[src/rtl/uart_rx_frame.sv]
// uart_rx_frame: receive half of the UART link.
//
// Recovers frames of the form start, DATA_WIDTH data bits LSB first, optional
// parity, one stop bit from the serial line. Each bit is oversampled PRESCALE
// times. Three samples around mid-bit are majority-voted, and the result is
// taken two cycles after the centre sample. A good frame updates P_DATA and
// pulses DATA_VALID. A bad frame pulses PAR_ERR and/or STP_ERR and leaves
// P_DATA unchanged.
//
// Ports
//   CLK        in   oversampling clock (PRESCALE x bit rate)
//   RST        in   synchronous reset, active low
//   RX_IN      in   serial line, idle high, asynchronous to CLK
//   PAR_EN     in   1: a parity bit follows the data bits
//   PAR_TYP    in   0: even parity, 1: odd parity
//   PRESCALE   in   CLK cycles per bit (8, 16 or 32)
//   P_DATA     out  last word received without error
//   DATA_VALID out  one-cycle pulse, P_DATA updated
//   PAR_ERR    out  one-cycle pulse, parity mismatch on the frame just ended
//   STP_ERR    out  one-cycle pulse, stop bit sampled low on the frame just ended
//
// state  | meaning
// IDLE   | line idle, waiting for rx_s low; configuration is latched here
// START  | checking the start bit; a high majority means a glitch, so abort
// DATA   | shifting in data bits, LSB first
// PARITY | checking the parity bit against the received data
// STOP   | checking the stop bit in mid-bit, reporting, then back to IDLE
module uart_rx_frame #(
  parameter int DATA_WIDTH = 8
) (
  input  logic                  CLK,
  input  logic                  RST,
  input  logic                  RX_IN,
  input  logic                  PAR_EN,
  input  logic                  PAR_TYP,
  input  logic [5:0]            PRESCALE,
  output logic [DATA_WIDTH-1:0] P_DATA,
  output logic                  DATA_VALID,
  output logic                  PAR_ERR,
  output logic                  STP_ERR
);

  localparam int BW = (DATA_WIDTH > 1) ? $clog2(DATA_WIDTH) : 1;
  localparam logic [BW-1:0] LAST_BIT = BW'(DATA_WIDTH - 1);

  typedef enum logic [2:0] {
    IDLE   = 3'd0,
    START  = 3'd1,
    DATA   = 3'd2,
    PARITY = 3'd3,
    STOP   = 3'd4
  } state_t;

  state_t state, state_nxt;

  logic                  rx_m, rx_s;
  logic [5:0]            edge_cnt;
  logic [BW-1:0]         bit_cnt;
  logic [DATA_WIDTH-1:0] shift;
  logic [2:0]            smp;
  logic [5:0]            prescale_q;
  logic                  par_en_q, par_typ_q;
  logic                  par_fail;

  logic [5:0] half;
  logic       at_s0, at_s1, at_s2, at_dec, at_last;
  logic       maj;
  logic       valid_nxt, par_err_nxt, stp_err_nxt;

  assign half    = {1'b0, prescale_q[5:1]};
  assign at_s0   = (edge_cnt == half - 6'd1);
  assign at_s1   = (edge_cnt == half);
  assign at_s2   = (edge_cnt == half + 6'd1);
  assign at_dec  = (edge_cnt == half + 6'd2);
  assign at_last = (edge_cnt == prescale_q - 6'd1);
  assign maj     = (smp[0] & smp[1]) | (smp[0] & smp[2]) | (smp[1] & smp[2]);

  always_ff @(posedge CLK) begin
    if (!RST) state <= IDLE;
    else      state <= state_nxt;
  end

  always_comb begin
    state_nxt   = state;
    valid_nxt   = 1'b0;
    par_err_nxt = 1'b0;
    stp_err_nxt = 1'b0;
    case (state)
      IDLE: begin
        if (!rx_s) state_nxt = START;
      end
      START: begin
        if (at_dec && maj)  state_nxt = IDLE;
        else if (at_last)   state_nxt = DATA;
      end
      DATA: begin
        if (at_last && bit_cnt == LAST_BIT)
          state_nxt = par_en_q ? PARITY : STOP;
      end
      PARITY: begin
        if (at_last) state_nxt = STOP;
      end
      STOP: begin
        // Leaving mid-stop-bit leaves room to catch a start edge that
        // comes straight after this frame.
        if (at_dec) begin
          state_nxt   = IDLE;
          valid_nxt   = maj & ~par_fail;
          par_err_nxt = par_fail;
          stp_err_nxt = ~maj;
        end
      end
      default: state_nxt = IDLE;
    endcase
  end

  always_ff @(posedge CLK) begin
    if (!RST) begin
      rx_m       <= 1'b1;
      rx_s       <= 1'b1;
      edge_cnt   <= '0;
      bit_cnt    <= '0;
      shift      <= '0;
      smp        <= '0;
      prescale_q <= '0;
      par_en_q   <= 1'b0;
      par_typ_q  <= 1'b0;
      par_fail   <= 1'b0;
      P_DATA     <= '0;
      DATA_VALID <= 1'b0;
      PAR_ERR    <= 1'b0;
      STP_ERR    <= 1'b0;
    end else begin
      rx_m       <= RX_IN;
      rx_s       <= rx_m;
      DATA_VALID <= valid_nxt;
      PAR_ERR    <= par_err_nxt;
      STP_ERR    <= stp_err_nxt;
      if (valid_nxt) P_DATA <= shift;

      if (state == IDLE) begin
        // The detect cycle counts as edge 0 of the start bit.
        edge_cnt   <= rx_s ? 6'd0 : 6'd1;
        bit_cnt    <= '0;
        par_fail   <= 1'b0;
        prescale_q <= PRESCALE;
        par_en_q   <= PAR_EN;
        par_typ_q  <= PAR_TYP;
      end else begin
        if (state_nxt == IDLE || at_last) edge_cnt <= '0;
        else                              edge_cnt <= edge_cnt + 6'd1;

        if (at_s0) smp[0] <= rx_s;
        if (at_s1) smp[1] <= rx_s;
        if (at_s2) smp[2] <= rx_s;

        if (state == DATA && at_dec)
          shift <= {maj, shift[DATA_WIDTH-1:1]};
        if (state == DATA && at_last && bit_cnt != LAST_BIT)
          bit_cnt <= bit_cnt + 1'b1;

        // The expected parity bit is the XOR of the data, inverted for odd parity.
        if (state == PARITY && at_dec)
          par_fail <= (maj != ((^shift) ^ par_typ_q));
      end
    end
  end

endmodule

[config.mk]
export PLATFORM = sky130hd
export DESIGN_NAME = uart_rx_frame
export DESIGN_NICKNAME = d
export VERILOG_FILES = /design/src/rtl/uart_rx_frame.sv
export SDC_FILE = /design/constraint.sdc
export NUM_CORES = 1
export LEC_CHECK = 0
export ABC_AREA = 1
export CAP_MARGIN = 20
export CORE_MARGIN = 2
export CORE_UTILIZATION = 55
export CTS_CLUSTER_DIAMETER = 200
export DETAILED_ROUTE_END_ITERATION = 12
export GPL_ROUTABILITY_DRIVEN = 0
export PLACE_DENSITY = 0.78
export SYNTH_ARGS = -nofsm -noshare
export SYNTH_HDL_FRONTEND = slang
export SYNTH_SLANG_ARGS = --single-unit
export TNS_END_PERCENT = 50
[constraint.sdc]
create_clock -name CLK -period 2.5 [get_ports CLK]
set_input_delay 0.5 -clock CLK [delete_from_list [all_inputs] [get_ports CLK]]
set_output_delay 0.5 -clock CLK [all_outputs]
set_load 0.005 [all_outputs]
==> Word-level counts from Yosys, hierarchy flattened <==
Index checks and enable logic that the tools add are counted.
{ "classes": {"n_eq_ne": 12, "add_sub_neg": 6, "n_bitwise": 11, "n_reduce_logical": 16, "n_mux": 13} }
{ "ops": {"columns": ["op", "count"], "rows": [
  ["== test 6 bit", 4],
  ["2-to-1 mux 3 bit", 7],
  ["one-hot mux 3 bit (5 select lines)", 1],
  ["2-to-1 mux 6 bit", 2],
  ["AND reduction 2 bit", 4],
  ["parity 8 bit", 1],
  ["adder 5 x 1 -> 6 bit, second input constant", 1],
  ["adder 5 x 2 -> 6 bit, second input constant", 1],
  ["adder 6 x 1 -> 6 bit, second input constant", 1],
  ["== test 3 x 2 -> 1 bit, second input constant", 2],
  ["== test 3 bit, second input constant", 2],
  ["== test 6 x 5 -> 1 bit", 1],
  ["logical AND 1 bit", 6],
  ["logical NOT 3 bit", 2],
  ["subtractor 5 x 1 -> 6 bit, second input constant", 1],
  ["subtractor 6 x 1 -> 6 bit, second input constant", 1],
  ["bitwise AND 1 bit", 4],
  ["NOT 1 bit", 4],
  ["adder 3 x 1 -> 3 bit, second input constant", 1],
  ["== test 3 x 1 -> 1 bit, second input constant", 1],
  ["2-to-1 mux 1 bit", 3],
  ["!= test 3 bit, second input constant", 1],
  ["AND reduction 3 bit", 1],
  ["OR 1 bit", 2],
  ["4 further kinds", 4]
]} }
{ "word_totals": {"in_bits": 11, "register_bits": 45, "output_inout_bits": 11, "elab_cells": 75} }

==> Depth between registers and ports, before layout <==
Gate-level depths: netlist of the first run.
{ "depth": {"depth_word": 10, "ltp_mapped": 17, "depth_no_buf": 16} }

==> Worst setup path after synthesis of the first run <==
No wires, ideal clock.
{ "synth_path": {"path_type": "register -> register", "from": "register prescale_q[3]", "to": "register edge_cnt[2]", "n_path_buf": 1, "required_time_ns": 2.384, "setup_ns": 0.116, "synth_period_minus_slack_ns": 1.933, "t_arrival_ns": 1.817, "path_slack_ns": 0.567, "stages_incl_launch_ff": 18, "cell_sequence": "dfxtp_1 > clkbuf_2 > inv_1 > ha_1 > inv_1 > nand2_1 > nand2_1 > nand3_1 > nor2_2 > nand3_2 > nand2_1 > nand2_1 > nand2_1 > nand3_1 > nor2_1 > nand2_2 > nand3_2 > nor2_1"} }
{ "synth_via": {"elab_chain_len": 9, "word_cells_on_any_way": 16, "classes_between": "add/sub: 2; eq/ne: 2; mux: 8; reduce/logical: 4"} }
{ "synth_rtl": {"columns": ["element", "line", "source"], "rows": [
  ["start: declaration", "61", "logic [5:0] prescale_q;"],
  ["start signal: assignment", "125", "prescale_q <= '0;"],
  ["start signal: assignment", "146", "prescale_q <= PRESCALE;"],
  ["subtractor 6 x 1 -> 6 bit or adder 5 x 2 -> 6 bit (tied branches)", "75, 74", null],
  ["== test 6 bit, on equally long branches", "75, 74", null],
  ["2-to-1 mux 3 bit, or another cell as far along", "94", "else if (at_last) state_nxt = DATA;"],
  ["2-to-1 mux 3 bit, on equally long branches", "93, 97", null],
  ["one-hot mux 3 bit (5 select lines)", "88", "case (state)"],
  ["logical NOT 3 bit", "150", "if (state_nxt == IDLE || at_last) edge_cnt <= '0;"],
  ["logical OR 1 bit (*)", "150", null],
  ["2-to-1 mux 6 bit (*)", "150", null],
  ["2-to-1 mux 6 bit (*)", "141", "if (state == IDLE) begin"],
  ["end signal: assignment", "143", "edge_cnt <= rx_s ? 6'd0 : 6'd1;"],
  ["end signal: assignment", "151", "else edge_cnt <= edge_cnt + 6'd1;"],
  ["end: declaration", "57", "logic [5:0] edge_cnt;"]
]} }
Mark *: on every way between the ends. The rest lies on a longest branch, timed or not.
A chain may end at the register's enable or synchronous reset.

==> Final worst setup path of the first run <==
{ "layout_path": {"from": "register prescale_q[3]", "to": "register edge_cnt[1]"} }
Same word-level chain as after synthesis.

==> flow_metrics.py, run 1 <==
metrics = {
    "worst_setup_path": {
        "endpoint": "edge_cnt[1]",
        "reg2reg_to": "edge_cnt[1]",
        "arrival_ns": 2.44,
        "reg2reg_slack_ns": 0.25,
        "cp_max_fo": 7,
        "worstSetupStartpointType": "register",
        "worstSetupStartpoint": "prescale_q[3]",
        "r2r_cells": 16,
        "end_kind": "register",
        "required_ns": 2.70,
        "critPathKind": "reg2reg",
        "worstReg2RegStart": "prescale_q[3]",
    },
    "min_path": {
        "hold_path_depth": 1,
        "hold_path_class": "reg2reg",
    },
    "timing": {
        "fin_crit_ns": 2.25,
        "max_freq_ghz": 0.445,
        "fin_crit_sh": 0.898,
        "setup_viol": 0,
        "setup_tns_ns": 0,
        "clock_skew_ns": 0.00836,
        "hold_viol_final": 0,
        "grt_setup_unrepaired": "no",
        "slew-limit-headroom": 0.698,
        "tightest_slew_ns": 0.450,
        "maxSlewViolCount": 0,
        "timing.final.ws_setup_ns": 0.254,
    },
    "final_layout": {
        "nNetsFinal": 382,
        "regArea_sq_um": 902,
        "multi_input_area_sq_um": 1330,
        "fill_cells": 379,
        "stdcell_area_sq_um": 2800,
        "n_antenna_cell": 0,
        "layout-drive-gt1-share": 0.0967,
        "area_growth_pct": 13.3,
    },
    "synth": {
        "netlist_area_sq_um": 2470,
        "synth-async-reset-ratio": 0,
        "netlist.area_leader.share": 0.364,
        "ys_types": 32,
        "ys_seq_elements": 45,
        "ys_warn_count": 0,
        "seq_area_frac_synth": 0.364,
        "syn_inst": 339,
        "syn_nets": 360,
        "yosysTopAreaCell": "dfxtp_1",
        "ys.flop_type": "dfxtp_1",
        "avgSynthCellArea_sq_um": 7.30,
        "synth-edff-count": 0,
        "synth.area.top_cells": "dfxtp_1 36%, nand2_1 8.0%, a21oi_1 6.9%",
    },
    "clock_tree": {
        "cts_root_buf": "clkbuf_8",
        "clock_path_buffers": 2,
        "path_clk_slew_ns": 0.09,
        "cts_tree": "built",
        "htree_levels": 2,
        "hold_buffers": 0,
        "cts_buffers": 5,
        "cts_sinks": 45,
        "clock_latency_ns": 0.30,
    },
    "pwr": {
        "pwr_density_cell_nw_per_um2": 504,
        "vdd_drop_max_uv": 336,
        "power_mw": 1.41,
        "p_leak_nw": 1.17,
    },
    "floorplan": {
        "rows": 24,
        "initial_core_util": 0.568,
        "core_area_sq_um": 4350,
        "die_w_microns": 71.1,
        "die_area_sq_um": 5050,
        "ios": 22,
        "die_h_microns": 71.1,
    },
    "route": {
        "firstDrtPassIters": 4,
        "wire_per_inst_microns": 13.2,
        "viasPerCell": 5.35,
        "vias": 2216,
        "drt_iter0_markers": 203,
        "route.detailed.drc": 0,
        "ant_nets": 0,
        "totalWireLength_microns": 5480,
    },
    "outcome": {
        "outcome": "finished, final reports clean",
    },
    "global_route": {
        "antenna_found_initial": 0,
        "first_global_vias": 2054,
        "gr-total-overflow": 0,
        "grt_pass1_wl_microns": 9180,
        "grt_usage": 0.229,
        "grt_max_degree": 29,
    },
    "place": {
        "place_ws_ns": 0.142,
        "port_buffers": 21,
        "post_dp_cell_area_sq_um": 2700,
        "place.detailed.hpwl_microns": 4020,
    },
    "flow_run": {
        "cap_violations": 0,
    },
}
## flip-flops by register name, summed over array words and instances (netlist names)
name / flops
P_DATA: 8
shift: 8
edge_cnt: 6
prescale_q: 6
bit_cnt: 3
smp: 3
state: 3
DATA_VALID: 1
PAR_ERR: 1
STP_ERR: 1
par_en_q: 1
par_fail: 1
par_typ_q: 1
rx_m: 1
rx_s: 1
## worst min path at each step
stage          from    to  slack (ns)
2_1_floorplan  rx_m  rx_s        0.39
3_3_place_gp   rx_m  rx_s        0.40
3_5_place_dp   rx_m  rx_s        0.40
6_report       rx_m  rx_s        0.42
4_1_cts        rx_m  rx_s        0.42
5_1_grt        rx_m  rx_s        0.44
## metal layers
metal | GRT usage | wire [microns] | vias up
met2 | 0.367 | 2500 | 54
li1 | - | - | 1131
met5 | 0 | 0 | -
met4 | 0.0860 | 93 | 0
met1 | 0.309 | 2570 | 1020
met3 | 0.0427 | 301 | 11
## metrics by stage
stage               utilization  cells  hold WS (ns)
floorplan                     -    339         0.393
detailed placement        0.619    404         0.402
global route              0.644    414         0.439
global placement          0.619    404         0.398
CTS                       0.640    412         0.423
finish                    0.644    414         0.420
## cell type report
type,count,share of cell area
clock buffers,5,0.0245
clock inverters,3,0.00759
inverters,48,0.0643
multi-input cells,236,0.473
flip-flops and latches,45,0.322
well taps,52,0.0232
repair buffers,25,0.0857
## timing repair
item	4_1_cts	5_1_grt
gates resized for setup	0	2
setup buffers	0	2
setup endpoints to repair	0	21
## worst max-delay path, cell delays in order, from the launching register on
cell and delay [ns]:
dfxtp_1 0.48, inv_1 0.13, ha_1 0.30, inv_1 0.06
nand2_1 0.05, nand2_1 0.06, nand3_1 0.10, nor2_2 0.17
nand3_2 0.14, nand2_1 0.11, nand2_1 0.05, nand2_1 0.07
nand3_1 0.07, nor2_1 0.11, nand2_2 0.07, nand3_2 0.12
nor2_1 0.06
## synth_stat cells (8+ instances only)
| cell type | instances |
|---|---|
| nand3_1 | 17 |
| nand2_1 | 53 |
| xor2_1 | 8 |
| ha_1 | 10 |
| xnor2_1 | 15 |
| o21ai_0 | 30 |
| nor2_1 | 32 |
| dfxtp_1 | 45 |
| inv_1 | 44 |
| a21oi_1 | 34 |
## where the power goes
part	leakage, nW	switching, mW	total [mW]	internal [mW]
Clock	0.0445	0.263	0.461	0.199
Combinational	0.759	0.125	0.205	0.0797
Sequential	0.366	0.0181	0.749	0.731
## cells in the final DEF, fill, tap and decap left out
| master | count |
|---|---|
| buf_4 | 4 |
| or2_2 | 2 |
| nor4_1 | 2 |
| nand2_2 | 5 |
| dfxtp_2 | 1 |
| nor2_1 | 32 |
| clkdlybuf4s50_1 | 21 |
| clkinv_2 | 1 |
| nor2_2 | 4 |
| and2_1 | 1 |
| nor3_4 | 1 |
| a31oi_1 | 2 |
| nor3b_1 | 1 |
| inv_2 | 4 |
| xnor2_1 | 15 |
| a21oi_1 | 34 |
| clkinvlp_4 | 1 |
| nor3_1 | 4 |
| a2111oi_2 | 1 |
| dfxtp_1 | 44 |
| a211oi_1 | 1 |
| nand3_1 | 17 |
| o211a_1 | 1 |
| o21ai_0 | 30 |
| nor2_4 | 2 |
| nand2_1 | 52 |
| inv_1 | 44 |
| nand3_2 | 3 |
| o21ai_1 | 3 |
| inv_6 | 1 |
| clkbuf_8 | 5 |
| nand4_1 | 4 |
| maj3_1 | 1 |
| ha_1 | 10 |
| xor2_1 | 8 |
## kinds of logic (layout without fill, tap and decap cells)
family / Yosys count / in the layout / share of synthesized area
xor+xnor: 23 / 23 / 0.0814
compound gates: 72 / 72 / 0.154
simple gates: 130 / 130 / 0.245
flops: 45 / 45 / 0.364
buf+inv: 58 / 81 / 0.101
fa+ha+maj: 11 / 11 / 0.0546
Power figures use the tool's default switching activity.
==> inputs of run 2 (changes only) <==
--- a/config.mk
+++ b/config.mk
@@ -7,12 +7,12 @@
 export LEC_CHECK = 0
 export ABC_AREA = 1
 export CAP_MARGIN = 20
-export CORE_MARGIN = 2
 export CORE_UTILIZATION = 55
 export CTS_CLUSTER_DIAMETER = 200
 export DETAILED_ROUTE_END_ITERATION = 12
 export GPL_ROUTABILITY_DRIVEN = 0
 export PLACE_DENSITY = 0.78
+export REMOVE_ABC_BUFFERS = 1
 export SYNTH_ARGS = -nofsm -noshare
 export SYNTH_HDL_FRONTEND = slang
 export SYNTH_SLANG_ARGS = --single-unit
==> run 2 against run 1 <==
Clock-buffer cell count did not move. Register-to-register slack got worse by 0.04 ns. Utilization rose by 0.086 points. Worst hold slack improved by 0.0050 ns. Critical endpoint is now edge_cnt[3]. Largest power group unchanged.
==> flow_metrics.py, run 2 (same netlist as run 1, synthesis figures left out) <==
metrics = {
    "pwr": {
        "p_leak_nw": 1.17,
        "vdd_drop_max_uv": 419,
        "pwr_density_cell_nw_per_um2": 503,
    },
    "worst_setup_path": {
        "cpLargestDelayFamily": "simple AND/OR/NAND/NOR gates",
        "cp_slowest_cell": "dfxtp_1",
        "path_common_cell": "nand2_1",
        "r2r_cells": 16,
        "critPathKind": "reg2reg",
        "path_cells": "inv_1 > ha_1 > inv_1 > nand2_1 > nand2_1 > nand3_1 > nor2_2 > nand3_2 > nand2_1 > nand2_1 > nand2_1 > nand3_1 > nor2_1 > nand2_2 > nand3_2 > nor2_1",
        "cpPeakStageDelay_ns": 0.46,
        "required_ns": 2.70,
        "cp_max_fo": 7,
        "end_kind": "register",
        "worstSetupStartpointType": "register",
        "reg2reg_slack_ns": 0.21,
        "cp_num_buf_inv": 2,
        "worstReg2RegStart": "prescale_q[2]",
        "arrival_ns": 2.49,
        "reg2reg_to": "edge_cnt[3]",
    },
    "route": {
        "vias": 2201,
        "wire_per_inst_microns": 12.7,
        "totalWireLength_microns": 5250,
        "route.detailed.drc": 0,
        "drt_iter0_markers": 155,
        "viasPerCell": 5.33,
        "firstDrtPassIters": 4,
        "ant_nets": 0,
    },
    "timing": {
        "clock_skew_ns": 0.00810,
        "fin_crit_ns": 2.29,
        "timing.hold.ws_ns": 0.425,
        "grt_setup_unrepaired": "no",
        "slew-limit-headroom": 0.687,
        "maxSlewViolCount": 0,
        "tightest_slew_ns": 0.467,
        "fin_crit_sh": 0.915,
        "max_freq_ghz": 0.437,
        "setup_tns_ns": 0,
        "setup_viol": 0,
        "hold_viol_final": 0,
    },
    "clock_tree": {
        "clock_latency_ns": 0.31,
        "cts_tree": "built",
        "cts_sinks": 45,
        "htree_levels": 2,
        "cts_buffers": 5,
        "cts_root_buf": "clkbuf_8",
        "clock_path_buffers": 2,
        "path_clk_slew_ns": 0.09,
    },
    "final_layout": {
        "layout-drive-gt1-share": 0.0914,
        "n_antenna_cell": 0,
        "fill_cells": 392,
        "area_growth_pct": 13.4,
        "final_core_util": 0.645,
        "regArea_sq_um": 901,
        "final_cell_mix": "52 x nand2_1, 45 x dfxtp_1, 44 x inv_1",
        "nNetsFinal": 381,
        "multi_input_area_sq_um": 1330,
        "final_common_cell": "nand2_1",
        "reg_top3": "P_DATA: 8 flops, shift: 8 flops",
    },
    "floorplan": {
        "ios": 22,
        "die_area_sq_um": 4770,
        "die_h_microns": 69.1,
        "rows": 24,
        "initial_core_util": 0.568,
        "die_w_microns": 69.1,
        "core_area_sq_um": 4350,
    },
    "global_route": {
        "first_global_vias": 2020,
        "grt_usage": 0.232,
        "gr-usage-met1": 0.316,
        "grt_max_degree": 29,
        "met3_usage": 0.0439,
        "antenna_found_initial": 0,
        "gr-total-overflow": 0,
        "busiest_layer": "met2",
        "grt_pass1_wl_microns": 8940,
        "use_met2": 0.370,
    },
    "min_path": {
        "hold_path_depth": 1,
        "min_from": "rx_m",
        "hold_path_class": "reg2reg",
        "hold_path_end": "rx_s",
    },
    "place": {
        "place.detailed.hpwl_microns": 3920,
        "port_buffers": 21,
    },
    "outcome": {
        "outcome": "finished, final reports clean",
    },
    "flow_run": {
        "cap_violations": 0,
    },
}
run 2: cell types whose count changed in the layout (fill, tap and decap cells not counted), sizes merged:
cell and change:
buf -1
run 2: worst max-delay path by stage:
stage / startpoint / depth (start not counted) / slack (ns) / endpoint
after global placement: prescale_q[2] / 11 / 0.27 / P_DATA[2]
after CTS: prescale_q[2] / 11 / 0.16 / P_DATA[3]
after detailed placement: prescale_q[2] / 11 / 0.19 / P_DATA[1]
after floorplan: prescale_q[2] / 16 / 0.57 / edge_cnt[2]
after global routing: prescale_q[2] / 16 / 0.03 / edge_cnt[4]
final: prescale_q[2] / 16 / 0.21 / edge_cnt[3]
run 2: cell type report:
| cell class | instances | share of cell area |
|---|---|---|
| flip-flops and latches | 45 | 0.321 |
| multi-input cells | 236 | 0.472 |
| clock buffers | 5 | 0.0245 |
| clock inverters | 3 | 0.00758 |
| well taps | 52 | 0.0232 |
| repair buffers | 24 | 0.0873 |
| inverters | 48 | 0.0642 |
run 2: where the power goes:
part,internal [mW],switching (mW),leakage (nW)
sequential,0.730,0.0179,0.365
combinational,0.0799,0.119,0.756
clock,0.199,0.267,0.0445
run 2: per-layer routing:
layer / share of wire / routed length (microns) / vias to the layer above
li1: - / - / 1133
met1: 0.47 / 2460 / 993
met2: 0.45 / 2370 / 67
met3: 0.063 / 333 / 8
met4: 0.016 / 82 / 0
met5: 0 / 0 / -
run 2: timing repair:
item	in CTS	in global routing
setup buffers	0	1
endpoints found under the hold margin	0	0
gates resized for setup	0	1
endpoints found under the setup margin	0	15
hold buffers	0	0
run 2: metrics by stage:
step	worst slack [ns]	area, sq um	total power, mW	std cells
floorplan	0.567	2400	0.902	329
global placement	0.273	2700	0.956	404
detailed placement	0.189	2700	0.961	404
CTS	0.164	2790	1.42	412
global route	0.0319	2810	1.48	413
finish	0.212	2810	1.41	413
